[config.mk]
export PLATFORM = sky130hd
export DESIGN_NAME = i2s_frame_scheduler
export DESIGN_NICKNAME = d
export VERILOG_FILES = /design/src/rtl/i2s_frame_scheduler_pkg.sv /design/src/rtl/i2s_frame_scheduler_fifo.sv /design/src/rtl/i2s_frame_scheduler.sv
export SDC_FILE = /design/constraint.sdc
export NUM_CORES = 1
export LEC_CHECK = 0
export ABC_CLOCK_PERIOD_IN_PS = 6000
export CAP_MARGIN = 20
export CORE_MARGIN = 2
export CORE_UTILIZATION = 35
export DETAILED_ROUTE_END_ITERATION = 8
export PLACE_DENSITY_LB_ADDON = 0.25
export SYNTH_ARGS = -nofsm -noshare
export SYNTH_HDL_FRONTEND = slang
export SYNTH_SLANG_ARGS = --single-unit
export TNS_END_PERCENT = 1
[constraint.sdc]
create_clock -name i2s_bclk -period 6 [get_ports i2s_bclk]
set_input_delay 0.9 -clock i2s_bclk [delete_from_list [all_inputs] [get_ports i2s_bclk]]
set_output_delay 0.9 -clock i2s_bclk [all_outputs]
set_load 0.005 [all_outputs]
[src/rtl/i2s_frame_scheduler_pkg.sv]
// Shared definitions for the I2S frame scheduler: state encodings, underrun
// modes and the saturating counter helper.
package i2s_frame_scheduler_pkg;

  localparam logic [1:0] ST_IDLE  = 2'd0;
  localparam logic [1:0] ST_PRIME = 2'd1;
  localparam logic [1:0] ST_RUN   = 2'd2;

  localparam int UNDERRUN_ZERO   = 0;
  localparam int UNDERRUN_REPEAT = 1;

  function automatic logic [7:0] sat_inc8(input logic [7:0] v);
    if (v == 8'hFF) begin
      return 8'hFF;
    end else begin
      return v + 8'd1;
    end
  endfunction

endpackage

[src/rtl/i2s_frame_scheduler_fifo.sv]
// Synchronous first-word-fall-through FIFO with occupancy output. A pop and a
// push in the same cycle are both accepted, even when the FIFO is full.
module i2s_frame_scheduler_fifo #(
  parameter int WIDTH = 32,
  parameter int DEPTH = 8
) (
  input  logic                   clk,
  input  logic                   reset,
  input  logic                   push,
  input  logic [WIDTH-1:0]       push_data,
  input  logic                   pop,
  output logic [WIDTH-1:0]       pop_data,
  output logic [$clog2(DEPTH):0] level
);

  localparam int AW = $clog2(DEPTH);
  localparam logic [AW-1:0] PTR_ONE = AW'(1);
  localparam logic [AW:0]   CNT_ONE = (AW+1)'(1);
  localparam logic [AW:0]   CNT_MAX = (AW+1)'(DEPTH);

  logic [WIDTH-1:0] r_mem [DEPTH];
  logic [AW-1:0]    r_wr_ptr;
  logic [AW-1:0]    r_rd_ptr;
  logic [AW:0]      r_count;
  logic             w_pop_ok;
  logic             w_push_ok;

  assign w_pop_ok  = pop & (r_count != '0);
  assign w_push_ok = push & ((r_count != CNT_MAX) | w_pop_ok);
  assign pop_data  = r_mem[r_rd_ptr];
  assign level     = r_count;

  // Pointer and occupancy tracking.
  always_ff @(posedge clk) begin
    if (reset) begin
      r_wr_ptr <= '0;
      r_rd_ptr <= '0;
      r_count  <= '0;
    end else begin
      if (w_push_ok) r_wr_ptr <= r_wr_ptr + PTR_ONE;
      if (w_pop_ok)  r_rd_ptr <= r_rd_ptr + PTR_ONE;
      case ({w_push_ok, w_pop_ok})
        2'b10:   r_count <= r_count + CNT_ONE;
        2'b01:   r_count <= r_count - CNT_ONE;
        default: r_count <= r_count;
      endcase
    end
  end

  // Storage array; contents need no reset since occupancy gates visibility.
  always_ff @(posedge clk) begin
    if (w_push_ok) r_mem[r_wr_ptr] <= push_data;
  end

endmodule

[src/rtl/i2s_frame_scheduler.sv]
// Frame-level sequencer for the I2S master: TX prefill/holds, RX frame capture,
// IDLE/PRIME/RUN sequencing and saturating underrun/overrun counters.
module i2s_frame_scheduler
  import i2s_frame_scheduler_pkg::*;
#(
  parameter int DSZ           = 16,
  parameter int DEPTH         = 8,
  parameter int PREFILL       = 2,
  parameter int UNDERRUN_MODE = 0
) (
  input  logic                   i2s_bclk,
  input  logic                   reset,
  input  logic                   enable,
  input  logic                   cnt_clear,
  input  logic                   i2s_lrclk,
  input  logic [DSZ-1:0]         i2s_left_rx,
  input  logic [DSZ-1:0]         i2s_right_rx,
  output logic [DSZ-1:0]         i2s_left_tx,
  output logic [DSZ-1:0]         i2s_right_tx,
  input  logic                   tx_valid,
  output logic                   tx_ready,
  input  logic [DSZ-1:0]         tx_left,
  input  logic [DSZ-1:0]         tx_right,
  output logic                   rx_valid,
  input  logic                   rx_ready,
  output logic [DSZ-1:0]         rx_left,
  output logic [DSZ-1:0]         rx_right,
  output logic                   frame_tick,
  output logic [1:0]             state,
  output logic [$clog2(DEPTH):0] tx_level,
  output logic [7:0]             underrun_cnt,
  output logic [7:0]             overrun_cnt
);

  localparam int LW = $clog2(DEPTH) + 1;
  localparam logic [LW-1:0] LVL_FULL    = LW'(DEPTH);
  localparam logic [LW-1:0] LVL_PREFILL = LW'(PREFILL);

  logic           r_lrclk_q;
  logic [1:0]     r_state;
  logic [DSZ-1:0] r_left_tx;
  logic [DSZ-1:0] r_right_tx;
  logic [7:0]     r_underrun_cnt;
  logic [7:0]     r_overrun_cnt;

  logic             w_tick;
  logic [LW-1:0]    w_tx_level;
  logic [LW-1:0]    w_rx_level;
  logic [2*DSZ-1:0] w_tx_data;
  logic [2*DSZ-1:0] w_rx_data;
  logic             w_tx_full;
  logic             w_tx_empty;
  logic             w_rx_full;
  logic             w_rx_empty;
  logic             w_tx_push;
  logic             w_rx_pop;
  logic             w_overrun_inc;

  logic [1:0]       w_state_nxt;
  logic             w_tx_pop;
  logic             w_rx_push;
  logic             w_hold_load;
  logic [2*DSZ-1:0] w_hold_nxt;
  logic             w_underrun_inc;

  // Right word is fresh on the rising lrclk edge, so that is the frame boundary.
  assign w_tick        = i2s_lrclk & ~r_lrclk_q;
  assign w_tx_full     = (w_tx_level == LVL_FULL);
  assign w_tx_empty    = (w_tx_level == '0);
  assign w_rx_full     = (w_rx_level == LVL_FULL);
  assign w_rx_empty    = (w_rx_level == '0);
  assign w_tx_push     = tx_valid & ~reset & ~w_tx_full;
  assign w_rx_pop      = rx_ready & ~w_rx_empty;
  assign w_overrun_inc = w_rx_push & w_rx_full & ~w_rx_pop;

  // Sequencer: next state, FIFO strobes and the value loaded into the holds.
  always_comb begin
    w_state_nxt    = r_state;
    w_tx_pop       = 1'b0;
    w_rx_push      = 1'b0;
    w_hold_load    = w_tick;
    w_hold_nxt     = '0;
    w_underrun_inc = 1'b0;
    case (r_state)
      ST_IDLE: begin
        if (enable) w_state_nxt = ST_PRIME;
        else        w_state_nxt = ST_IDLE;
      end
      ST_PRIME: begin
        if (!enable) begin
          w_state_nxt = ST_IDLE;
        end else if (w_tick && (w_tx_level >= LVL_PREFILL)) begin
          w_state_nxt = ST_RUN;
          w_tx_pop    = 1'b1;
          w_hold_nxt  = w_tx_data;
        end else begin
          w_state_nxt = ST_PRIME;
        end
      end
      ST_RUN: begin
        if (w_tick) begin
          w_rx_push = 1'b1;
          if (!enable) begin
            w_state_nxt = ST_IDLE;
          end else if (!w_tx_empty) begin
            w_tx_pop   = 1'b1;
            w_hold_nxt = w_tx_data;
          end else begin
            w_underrun_inc = 1'b1;
            // In RUN the holds always carry the most recently popped frame.
            if (UNDERRUN_MODE == UNDERRUN_REPEAT) w_hold_nxt = {r_left_tx, r_right_tx};
            else                                  w_hold_nxt = '0;
          end
        end else begin
          w_state_nxt = ST_RUN;
        end
      end
      default: begin
        w_state_nxt = ST_IDLE;
      end
    endcase
  end

  // State, lrclk history and the TX holds seen by the master.
  always_ff @(posedge i2s_bclk) begin
    if (reset) begin
      r_state    <= ST_IDLE;
      r_lrclk_q  <= 1'b1;
      r_left_tx  <= '0;
      r_right_tx <= '0;
    end else begin
      r_state   <= w_state_nxt;
      r_lrclk_q <= i2s_lrclk;
      if (w_hold_load) {r_left_tx, r_right_tx} <= w_hold_nxt;
    end
  end

  // Saturating error counters; clear wins over a same-cycle increment.
  always_ff @(posedge i2s_bclk) begin
    if (reset || cnt_clear) begin
      r_underrun_cnt <= 8'd0;
      r_overrun_cnt  <= 8'd0;
    end else begin
      if (w_underrun_inc) r_underrun_cnt <= sat_inc8(r_underrun_cnt);
      if (w_overrun_inc)  r_overrun_cnt  <= sat_inc8(r_overrun_cnt);
    end
  end

  i2s_frame_scheduler_fifo #(.WIDTH(2*DSZ), .DEPTH(DEPTH)) u_tx_fifo (
    .clk       (i2s_bclk),
    .reset     (reset),
    .push      (w_tx_push),
    .push_data ({tx_left, tx_right}),
    .pop       (w_tx_pop),
    .pop_data  (w_tx_data),
    .level     (w_tx_level)
  );

  i2s_frame_scheduler_fifo #(.WIDTH(2*DSZ), .DEPTH(DEPTH)) u_rx_fifo (
    .clk       (i2s_bclk),
    .reset     (reset),
    .push      (w_rx_push),
    .push_data ({i2s_left_rx, i2s_right_rx}),
    .pop       (w_rx_pop),
    .pop_data  (w_rx_data),
    .level     (w_rx_level)
  );

  assign i2s_left_tx  = r_left_tx;
  assign i2s_right_tx = r_right_tx;
  assign tx_ready     = ~reset & ~w_tx_full;
  assign rx_valid     = ~reset & ~w_rx_empty;
  assign rx_left      = w_rx_data[2*DSZ-1:DSZ];
  assign rx_right     = w_rx_data[DSZ-1:0];
  assign frame_tick   = w_tick;
  assign state        = r_state;
  assign tx_level     = w_tx_level;
  assign underrun_cnt = r_underrun_cnt;
  assign overrun_cnt  = r_overrun_cnt;

endmodule
==> metrics list, run 1 <==
- After detailed routing, the average wire length per cell comes to 20.8 um.
- Post-Synthesis Cells: 1090
* Total Neg Setup Slack: 0 ns
* Vias after detailed routing: 10800
- Final clock period utilization by the worst path: 69.1%
- Startpoint of the most critical hold path: i2s_right_tx[10]
- DRC viols: 0
- The clock network accounts for 44.3% of the total power.
* Clk root buf: sky130_fd_sc_hd__clkbuf_16
* Fraction of synthesis flops using an asynchronous set or reset pin: 0%
- Vias per inst: 4.95
- Multiplexer cells account for 16.3% of the synthesized area.
- After global routing the overflow that remains totals 0.
* Fraction of the mapped netlist area in simple logic gates: 3.02%
* I/O pin count: 160
- Dividing the synthesized area by the synthesized cell count gives 20.6 sq um.
- Pre-Repair DR Iteration Count: 5
* Die Area: 66300 sq um
- After synthesis the netlist holds a flip-flop and latch count of 589.
- Clock-pin slew was measured on the worst setup and hold paths at 0.06 ns.
- Crit Reg-Reg Startpoint: state[0]
- Summing every instance area after synthesis gives 22500 sq um.
- Data arrives at the worst endpoint at 3.25 ns.
- Hold Path Stages: 1
- In this run the worst path has a maximum fanout of 37.
- Max-cap check violation count: 0
- TritonCTS built the clock tree.
- The signal on the critical path passes through buf_4 > mux4_2 > mux2_2 > clkdlybuf4s50_1.
- On the final layout, the worst hold slack is 0.479 ns.
* Net load switching power: 1.64 mW
* Synth Area in Adders: 0.980%
- Setup repair after global routing left no endpoint under its margin.
- Inserted Diodes: 0
- Across all register-to-register paths, the minimum setup slack is 2.95 ns.
* Max IR drop VDD: 0.291 mV
- Total clock sinks: 589
- Entering global routing, the biggest net connects 38 pins.
- No sink is reached through more buffers than the 3 on the longest clock path.
* Leading cell types by count after synthesis: sky130_fd_sc_hd__edfxtp_1 (512), sky130_fd_sc_hd__mux4_2 (128), sky130_fd_sc_hd__dfxtp_1 (77)
* Top post-synthesis cells by area: sky130_fd_sc_hd__edfxtp_1 (68%), sky130_fd_sc_hd__mux4_2 (13%), sky130_fd_sc_hd__dfxtp_1 (6.9%)
* CP max stage delay: 0.85 ns
* Combinational share of power: 2.0%
- Derived from the worst setup path, the maximum achievable clock frequency is 241 MHz.
- Synth Area in XOR/XNOR: 0.390%
* Share of layout cells above drive strength 1: 24.9%
- Outcome: finished clean
- Ys Warns: 0
- Counting every net in the synthesized netlist gives 1178.
- Area fraction in compound gates after synthesis: 2.80%
- Main combinational cell family by area after synthesis: multiplexers
* Static Leakage: 8.40 nW
- Startpoint kind of the worst setup timing path: flip-flop
- Horiz. Die Dim: 257 um
- Sequential Power Share: 53.7%
- Buffers on Ports: 159
* Area share of the largest cell type after synthesis: 68.4%
- Overall Global Routing Usage: 13.8%
- Min cycle time layout: 4.15 ns
* Required time at the worst-slack endpoint: 5.10 ns
* Htree depth: 2
- Internal portion of total power: 6.69 mW
* Max-slew violation count: 0
- Die Y: 257 um
* Wire length reported by the detailed router: 45400 um
- Length in cells of the worst reg-to-reg path: 7
- Number of antenna violations at the first check in global routing: 8
- Final Net Count: 1371
- Number of synthesized flops with an enable pin: 512
* Power density of the placed cells: 307 nW/um^2
- Of all cell types, the one taking the most synthesized area is sky130_fd_sc_hd__edfxtp_1.
* Most frequently used cell type in the post-synthesis netlist: sky130_fd_sc_hd__edfxtp_1
* Category of the worst setup path capture point: primary output
* Estimated wirelength of the detail-placed design: 26500 um
* Hold EP: i2s_right_tx[10]
- Slew Limit Headroom: 24.7%
- The first global-routing pass estimated 70200 um of wire.
- Largest clock skew in the final design: 0.0257 ns
- Post-detailed-route count of antenna-violating nets: 0
- The slowest stage of the critical path belongs to the cell sky130_fd_sc_hd__dfxtp_2.
- The number of global-route vias before repair came to 11600.
* Num CTS Buffers: 61
* Number of failing setup endpoints in the final timing report: 0
- After clock tree synthesis, the setup repair step added 0 buffers.
- After filler insertion, the fill cell instance count of the layout stands at 5551.
- The worst hold path belongs to the class flip-flop to flip-flop.
- Post-CTS Hold Fix Bufs: 0
* Drt initial violations: 661
- Classification of the worst setup path: flip-flop to primary output
- In this run the critical register-to-register path is captured at u_rx_fifo.r_mem[3][0].
- Net switching is 19.7% of the power.
- Sequential cells were found to cover 75.3% of the synthesized design area.
- The netlist uses 55 different library cells.
- Leading register cell type out of synthesis: sky130_fd_sc_hd__edfxtp_1
- Once the floorplan was initialized, standard cells occupied 35.5% of the core.
* Latest clock arrival within the worst-skew pair: 0.63 ns
* Routability congestion estimate: 0.734
* Worst Max-Slew Pin Slew: 1.13 ns
- The hold violation total from the final report came to 0.
* Gates resized, CTS repair: 0
- The initialized floorplan defines 92 standard-cell rows.
- Area inside the core boundary: 63300 sq um
- Synth-to-layout area growth: 20.9%
## critical path, delay by kind of cell, from the launching register on
| family | cells | cell delay [ns] |
|---|---|---|
| buffers and inverters | 2 | 1.07 |
| flip-flops | 1 | 0.85 |
| multiplexers | 2 | 0.70 |
## per-stage QoR
step	total power, mW	util, %	instance area, sq um	cells	setup WS, ns
floorplan	4.62	-	22500	1090	1.67
global placement	4.73	39.8	25200	2066	2.22
detailed placement	4.73	39.8	25200	2066	2.13
CTS	8.45	42.9	27200	2178	1.73
global route	8.62	42.9	27200	2178	1.66
finish	8.33	42.9	27200	2178	1.85
## power by group through the flow
stage               logic [mW]  registers, mW  clock network, mW
finish                   0.164           4.48               3.69
global route             0.181           4.48               3.96
CTS                      0.168           4.48               3.80
detailed placement       0.167           4.57                  0
global placement         0.162           4.56                  0
floorplan               0.0507           4.57                  0
## layout by cell type (no fill, tap or decap), types with 11 or more instances in the layout
master / synthesis / routed
sky130_fd_sc_hd__clkdlybuf4s50_1: 0 / 159
sky130_fd_sc_hd__a21oi_1: 20 / 20
sky130_fd_sc_hd__nor2_1: 48 / 35
sky130_fd_sc_hd__clkbuf_1: 30 / 12
sky130_fd_sc_hd__clkinv_1: 0 / 15
sky130_fd_sc_hd__nand2_1: 13 / 13
sky130_fd_sc_hd__mux4_2: 128 / 128
sky130_fd_sc_hd__inv_1: 11 / 11
sky130_fd_sc_hd__a22o_1: 32 / 32
sky130_fd_sc_hd__dfxtp_1: 77 / 71
sky130_fd_sc_hd__nor2_4: 0 / 13
sky130_fd_sc_hd__mux2_2: 64 / 64
sky130_fd_sc_hd__edfxtp_1: 512 / 512
sky130_fd_sc_hd__ha_1: 16 / 16
sky130_fd_sc_hd__clkbuf_16: 0 / 61
sky130_fd_sc_hd__buf_4: 1 / 23
## per-layer routing
layer | global-route usage (%) | wire length [um] | up-vias
met1 | 17.6 | 19200 | 5606
met5 | 0 | 115 | -
met3 | 3.12 | 2250 | 82
met2 | 23.8 | 22800 | 199
met4 | 3.85 | 957 | 16
li1 | - | - | 4886
## area by class of cell
class                           count  area [sq um]  area share (%)
Multi-Input combinational cell    438          5400            19.9
Clock inverter                     37           377            1.39
Clock buffer                       75          1600            5.88
Timing Repair Buffer              182          1760            6.49
Sequential cell                   589         16900            62.3
Tap cell                          846          1060            3.90
Inverter                           11          41.3           0.152
## cells by family (layout without fill, tap and decap cells)
kind of cell,count (synthesis),count (layout)
and+or+nand+nor,129,129
xor gates and xnor gates,10,10
AOI/OAI and AO/OA,84,84
buffers and inverters,63,305
adders and majority gates,17,17
muxes,198,198
DFF,589,589
## state kept, by name, indices dropped and copies added, names as in the netlist, named ones only
name,cells
u_tx_fifo.r_mem,256
u_rx_fifo.r_mem,256
i2s_right_tx,16
u_rx_fifo.r_rd_ptr,3
state,2
u_rx_fifo.level,4
i2s_left_tx,16
u_tx_fifo.r_wr_ptr,3
u_tx_fifo.r_rd_ptr,3
underrun_cnt,8
u_tx_fifo.level,4
r_lrclk_q,1
overrun_cnt,8
u_rx_fifo.r_wr_ptr,3
## worst max path at each step
stage / start / end / slack [ns] / cells past startpoint
2_1_floorplan: i2s_lrclk / u_rx_fifo.r_mem[1][0] / 1.67 / 4
3_3_place_gp: reset / u_tx_fifo.r_mem[2][13] / 2.22 / 6
3_5_place_dp: reset / u_tx_fifo.r_mem[2][17] / 2.13 / 6
4_1_cts: flip-flop / rx_left[8] / 1.73 / 4
5_1_grt: flip-flop / rx_left[11] / 1.66 / 4
6_report: flip-flop / rx_right[15] / 1.85 / 4
(Power assumes the default switching activity.)
==> inputs of run 2 (changes only) <==
--- a/config.mk
+++ b/config.mk
@@ -5,7 +5,7 @@
 export SDC_FILE = /design/constraint.sdc
 export NUM_CORES = 1
 export LEC_CHECK = 0
-export ABC_CLOCK_PERIOD_IN_PS = 6000
+export ABC_CLOCK_PERIOD_IN_PS = 3930
 export CAP_MARGIN = 20
 export CORE_MARGIN = 2
 export CORE_UTILIZATION = 35
==> constraint.sdc (replaced) <==
create_clock -name i2s_bclk -period 3.93 [get_ports i2s_bclk]
set_input_delay 0.5895 -clock i2s_bclk [delete_from_list [all_inputs] [get_ports i2s_bclk]]
set_output_delay 0.5895 -clock i2s_bclk [all_outputs]
set_load 0.005 [all_outputs]
==> metrics list, run 2 (same netlist as run 1, synthesis figures left out) <==
- Timing would allow up to 289 MHz.
- The number of gates given a new drive strength after cts was 0 (unchanged).
* Num CTS Buffers: 60 (-1.6%)
* Horiz. Die Dim: 257 um (unchanged)
- Vias after detailed routing: 10900 (+0.81%)
- The total setup buffers inserted after CTS is 0 (unchanged).
- Buffers on Ports: 159 (unchanged)
- The diode insertion count for antenna repair was 0 (unchanged).
* Max IR drop VDD: 0.373 mV (+28%)
* Category of the worst setup path capture point: primary output
- Combinational share of power: 2.0% (about the same)
- Data arrival time of the critical path: 2.87 ns (-0.38 ns)
- Vias per inst: 4.97 (+0.25%)
- The vertical die dimension came to 257 um (unchanged).
* Final Net Count: 1380 (+0.66%)
* RSZ-0062 raised after global routing: no
- Total Neg Setup Slack: 0 ns (unchanged)
- The power density normalized to cell area is 461 nW/um^2 (+50%).
- Post-detailed-route count of antenna-violating nets: 0 (unchanged)
- The die outline area came to 66300 sq um (unchanged).
- Vias in the first global route: 11500 (-1.1%)
- DRC viols: 0 (unchanged)
- Pre-Repair DR Iteration Count: 5 (unchanged)
- The first-pass GRT wire length is 70600 um (+0.53%).
- Drt initial violations: 639 (-3.3%)
- The clock skew came to 0.0231 ns (-0.00260 ns).
- Startpoint of the most critical hold path: i2s_left_tx[10]
- The library cell used most frequently in the layout, excluding fill and tap cells, is sky130_fd_sc_hd__edfxtp_1.
- The initial core utilization came to 35.5% (unchanged).
- The tree is rooted in a sky130_fd_sc_hd__clkbuf_16.
- Slew Limit Headroom: 43.0% (+18 points)
- Htree depth: 2 (unchanged)
* Row count: 92 (unchanged)
- The sum of routed wire length over all layers is 46400 um (+2.2%).
- The count of max-cap constraint violations was 0 (unchanged).
- The final routed wire length divided by cell count came to 21.2 um (+1.7%).
- In this run the critical register-to-register path is launched from state[0].
- Multi-input gate area in the final layout: 5410 sq um (+0.12%)
- Final clock period utilization by the worst path: 88.0%
* CTS clock-pin slew for the worst setup and hold paths: 0.06 ns (about the same)
- The overall power after layout came to 12.6 mW (+51%).
* Internal portion of total power: 10.1 mW (+51%)
- Routability congestion estimate: 0.756 (+2.9%)
- TritonCTS built the clock tree.
- Top library cells by usage in the layout, fill and taps aside: sky130_fd_sc_hd__edfxtp_1 (512), sky130_fd_sc_hd__clkdlybuf4s50_1 (159), sky130_fd_sc_hd__mux4_2 (128)
- Total clock sinks: 589 (unchanged)
- The slew at the pin closest to its max-slew limit was 0.855 ns (-0.275 ns).
* Synth-to-layout area growth: 21.7%
- The min-delay analysis places its worst path in the category flip-flop to flip-flop.
- The sequential share of power came to 54.3% (+0.6 points).
* Clock Power Share: 43.7% (-0.6 points)
- The hold violation total from the final report was 0 (unchanged).
- The max-slew violation total from the final report came to 0 (unchanged).
- RR Endpoint: u_tx_fifo.level[2]
- Number of antenna violations at the first check in global routing: 6 (-2)
- Summed area of non-filler cells in the final layout: 27400 sq um (+0.69%)
- The count of filler cells inserted in the layout came to 5523 (-0.50%).
* Latest clock arrival within the worst-skew pair: 0.62 ns (about the same)
* I/O pin count: 160 (unchanged)
- The worst hold path cell count was 1 (unchanged).
* Standard cell area after detailed placement: 25400 sq um (+0.96%)
- Min cycle time layout: 3.46 ns
* Classification of the worst setup path: flip-flop to primary output
- Total instance count after detailed placement: 2076 (+0.48%)
- The switching part of the total power is 19.9% (+0.18 points).
- The total area of sequential cells was 16900 sq um (about the same).
- The largest registers in the layout are u_rx_fifo.r_mem x256, u_tx_fifo.r_mem x256.
- Static Leakage: 8.45 nW (+0.63%)
- The total setup violations reported at the end of the flow came to 0 (unchanged).
- Net load switching power: 2.50 mW (+53%)
* Post-CTS Hold Fix Bufs: 0 (unchanged)
- The fraction of final layout cells with drive strength greater than 1 came to 25.7% (+0.74 points).
* Maximum number of pins on one net before global-route repair: 39 (+2.6%)
* Estimated wirelength of the detail-placed design: 26300 um (-0.66%)
* Required time at the worst-slack endpoint: 3.34 ns (-1.76 ns)
- Overflow after GRT: 0 (unchanged)
* Startpoint kind of the worst setup timing path: flip-flop
* Length in cells of the worst reg-to-reg path: 11 (+4)
* Fin cells: 2190 (+0.55%)
- The global-route total usage across every layer came to 14.0% (+0.15 points).
* Critical path peak fanout: 23 (-38%)
- The maximum clock insertion buffer count came to 3 (unchanged).
* Hold EP: i2s_left_tx[10]
- The placeable core region was 63300 sq um (unchanged).
* Setup slack, reg-to-reg: 0.93 ns (-2.02 ns)
- The worst hold slack across all endpoints was 0.480 ns (+0.000446 ns).
- Outcome: finished clean
run 2: final cells by class:
type / count / share of cell area, %
inverter: 11 / 0.151
clock inverter: 34 / 1.11
tap: 846 / 3.87
sequential: 589 / 61.9
timing repair buffer: 192 / 7.32
multi-input combinational: 438 / 19.8
clock buffer: 80 / 5.91
run 2: metrics by stage:
step | util [%] | setup slack [ns]
6_report | 43.2 | 0.471
5_1_grt | 43.2 | 0.289
4_1_cts | 43.2 | 0.361
3_5_place_dp | 40.2 | 0.621
3_3_place_gp | 40.2 | 0.643
2_1_floorplan | - | -0.122
run 2: power groups by stage:
| stage | sequential, mW | combinational, mW | clock, mW |
|---|---|---|---|
| after floorplan | 6.97 | 0.0774 | 0 |
| after global placement | 6.97 | 0.250 | 0 |
| after detailed placement | 6.97 | 0.257 | 0 |
| after CTS | 6.84 | 0.259 | 5.68 |
| after global routing | 6.84 | 0.277 | 5.93 |
| final | 6.84 | 0.252 | 5.51 |
run 2: worst max-delay path by stage:
stage | endpoint | from
final | rx_right[3] | flip-flop
after floorplan | u_rx_fifo.r_mem[0][0] | state[0]
after detailed placement | u_tx_fifo.level[2] | i2s_lrclk
after global placement | u_tx_fifo.level[2] | i2s_lrclk
after CTS | rx_right[3] | flip-flop
after global routing | rx_right[3] | flip-flop
run 2: metal layers:
metal  global-route usage [%]  share of wire (%)  vias to the layer above  routed length, um
met1                     18.0                 43                     5681              20000
met4                     3.15                1.7                       12                782
met3                     3.17                5.1                       74               2360
met5                        0               0.17                        -                 77
met2                     24.2                 50                      215              23200
li1                         -                  -                     4894                  -
run 2: worst max-delay path, stage by stage (launching register included):
cell	delay (ns)
sky130_fd_sc_hd__dfxtp_4	0.64
sky130_fd_sc_hd__buf_12	0.28
sky130_fd_sc_hd__mux4_2	0.54
sky130_fd_sc_hd__mux2_2	0.31
sky130_fd_sc_hd__clkdlybuf4s50_1	0.46
==> inputs of run 3 (changes only) <==
--- a/config.mk
+++ b/config.mk
@@ -9,6 +9,7 @@
 export CAP_MARGIN = 20
 export CORE_MARGIN = 2
 export CORE_UTILIZATION = 35
+export CTS_BUF_LIST = sky130_fd_sc_hd__clkbuf_4 sky130_fd_sc_hd__clkbuf_8
 export DETAILED_ROUTE_END_ITERATION = 8
 export PLACE_DENSITY_LB_ADDON = 0.25
 export SYNTH_ARGS = -nofsm -noshare
==> metrics list, run 3 (same netlist as run 1, synthesis figures left out) <==
- The worst hold path cell count was 2 (+1).
- The count of TritonRoute iterations in the first routing pass is 4 (-1).
* Worst Max-Slew Pin Slew: 0.864 ns (+0.00941 ns)
- The initial core utilization is 35.5% (unchanged).
* Synth-to-layout area growth: 21.7% (about the same)
* Max-cap check violation count: 0 (unchanged)
- Estimated wirelength of the detail-placed design: 26300 um (unchanged)
- Post-CTS Setup Inserts: 0 (unchanged)
* Net load switching power: 2.53 mW (+0.86%)
- Die Area: 66300 sq um (unchanged)
- The relative contribution of the clock network to total power was 42.4% (-1.3 points).
- The final setup slack of the worst path came to 0.408 ns (-0.0628 ns).
- Max-slew violation count: 0 (unchanged)
- Maximum number of pins on one net before global-route repair: 39 (unchanged)
- Startpoint kind of the worst setup timing path: flip-flop
- In this run the critical register-to-register path is launched from state[0].
* Routability congestion estimate: 0.756 (unchanged)
- Final Total Pwr: 12.3 mW (-2.4%)
- For hold timing, the worst endpoint is u_rx_fifo.r_wr_ptr[0].
* Buffers on Ports: 159 (unchanged)
- The total negative slack for setup checks came to 0 ns (unchanged).
- Vias in the first global route: 11800 (+3.0%)
- Final clock period utilization by the worst path: 89.6% (+1.6 points)
* Multi-input gate area in the final layout: 5410 sq um (unchanged)
* Clock Path Buffers: 3 (unchanged)
* Outcome: finished clean
- Top library cells by usage in the layout, fill and taps aside: sky130_fd_sc_hd__edfxtp_1 (512), sky130_fd_sc_hd__clkdlybuf4s50_1 (159), sky130_fd_sc_hd__mux4_2 (128)
- Area inside the core boundary: 63300 sq um (unchanged)
- Share of layout cells above drive strength 1: 29.6% (+3.9 points)
- The vertical die dimension is 257 um (unchanged).
* Final Hold Violating Endpoints: 0 (unchanged)
- The internal power component was 9.78 mW (-3.1%).
- The share of the core filled with cells was 43.2% (about the same).
- Overflow after GRT: 0 (unchanged)
* Required time at the worst-slack endpoint: 3.34 ns (about the same)
- Wire length reported by the detailed router: 47100 um (+1.5%)
* TritonCTS clock tree: yes
* RR Endpoint: u_tx_fifo.level[2]
* DRC viols: 0 (unchanged)
- Area taken by flip-flops and latches: 16900 sq um (unchanged)
* Num CTS Buffers: 98 (+63%)
- Critical path peak fanout: 23 (unchanged)
- The count of cells along the worst register-to-register path is 11 (unchanged).
* Htree depth: 3 (+1)
- Min cycle time layout: 3.52 ns (+0.0628 ns)
- The total cell area at the placement stage was 25400 sq um (unchanged).
- The sequential share of power came to 55.6% (+1.3 points).
- The worst supply voltage drop on vdd came to 0.306 mV (-18%).
- Hold WC Path Type: flip-flop to flip-flop
- Post-detailed-route count of antenna-violating nets: 0 (unchanged)
* Row count: 92 (unchanged)
- Post-Place Worst Slack: 0.621 ns (unchanged)
- The clock sink total was 589 (unchanged).
- Latest clock arrival within the worst-skew pair: 0.68 ns (+0.06 ns)
- Drt initial violations: 630 (-1.4%)
* Vias after detailed routing: 11100 (+1.8%)
- Average wire length per cell after detail routing: 20.9 um (-1.4%)
* Post-CTS Hold Fix Bufs: 0 (unchanged)
- The cell sitting at the root of the clock tree is a sky130_fd_sc_hd__clkbuf_8.
* CTS clock-pin slew for the worst setup and hold paths: 0.06 ns (about the same)
* FILL cells: 5572 (+0.89%)
- Startpoint of the most critical hold path: u_rx_fifo.r_wr_ptr[0]
* Max Freq: 284 MHz (-1.8%)
- Leaving out fill and tap cells, the most frequent cell in the layout is sky130_fd_sc_hd__edfxtp_1.
- Number of antenna violations at the first check in global routing: 7 (+1)
- Sw Share: 20.5% (+0.65 points)
- The clock skew is 0.0399 ns (+0.0167 ns).
- Overall Global Routing Usage: 14.3% (+0.28 points)
- Largest registers ranked by flip-flop count: u_rx_fifo.r_mem x256, u_tx_fifo.r_mem x256
- The arrival time of the worst setup path is 2.93 ns (+0.06 ns).
- Fin cells: 2253 (+2.9%)
* Number of failing setup endpoints in the final timing report: 0 (unchanged)
* Slew Limit Headroom: 42.4% (-0.63 points)
* Classification of the worst setup path: flip-flop to primary output
- The leakage power came to 8.53 nW (+0.99%).
* RSZ-0062 raised after global routing: no
- Horiz. Die Dim: 257 um (unchanged)
* Combinational share of power: 2.1% (about the same)
- The number of ports placed on the die boundary is 160 (unchanged).
- Power density of the placed cells: 450 nW/um^2 (-2.3%)
* Total instance count after detailed placement: 2076 (unchanged)
* Wire length of the first global-routing pass: 71500 um (+1.3%)
- The worst-case register-to-register setup slack was 0.97 ns (+0.04 ns).
- Summed area of non-filler cells in the final layout: 27300 sq um (about the same)
- STA classifies the critical path endpoint as a primary output.
* Final Net Count: 1418 (+2.8%)
* Vias per inst: 4.91 (-1.0%)
- The number of gates given a new drive strength after cts is 0 (unchanged).
- Final hold slack: 0.480 ns (+0.000758 ns)
## run 3: cell count changes in the layout (fill, tap and decap cells not counted), moves of 4 or more
cell / delta
sky130_fd_sc_hd__clkbuf_8: +102
sky130_fd_sc_hd__clkinv_1: +6
sky130_fd_sc_hd__clkbuf_16: -60
sky130_fd_sc_hd__clkbuf_4: +38
sky130_fd_sc_hd__bufinv_16: -4
sky130_fd_sc_hd__clkbuf_1: -16
## run 3: layer usage
layer	vias up	part of all wire (%)	wire length, um	GRT usage [%]
met4	10	2.2	1020	4.80
met3	83	4.9	2320	3.65
met5	-	0.14	65	0
met2	227	51	23800	24.5
met1	5781	42	19800	17.5
li1	4971	-	-	-
## run 3: cell type report
type / count / area share [%]
inverters: 11 / 0.151
repair buffers: 192 / 7.32
flip-flops and latches: 589 / 61.9
clock inverters: 31 / 0.577
clock buffers: 144 / 6.38
multi-input cells: 438 / 19.8
diodes: 2 / 0.0183
well taps: 846 / 3.87
## run 3: worst max-delay path, stage by stage (launching register included)
cell                              delay, ns
sky130_fd_sc_hd__dfxtp_4               0.64
sky130_fd_sc_hd__buf_12                0.28
sky130_fd_sc_hd__mux4_2                0.54
sky130_fd_sc_hd__mux2_2                0.32
sky130_fd_sc_hd__clkdlybuf4s50_1       0.46
## run 3: power groups by stage
stage                     clock (mW)  combinational [mW]  sequential (mW)
after detailed placement           0               0.257             6.97
after global placement             0               0.250             6.97
after floorplan                    0              0.0774             6.97
after global routing            5.65               0.277             6.84
after CTS                       5.39               0.259             6.84
final                           5.21               0.252             6.84
## run 3: worst max-delay path by stage
stage	start	end	cells after the start
after floorplan	state[0]	u_rx_fifo.r_mem[0][0]	7
after global placement	i2s_lrclk	u_tx_fifo.level[2]	10
after detailed placement	i2s_lrclk	u_tx_fifo.level[2]	10
after CTS	flip-flop	rx_right[3]	4
after global routing	flip-flop	rx_right[3]	4
final	flip-flop	rx_right[3]	4
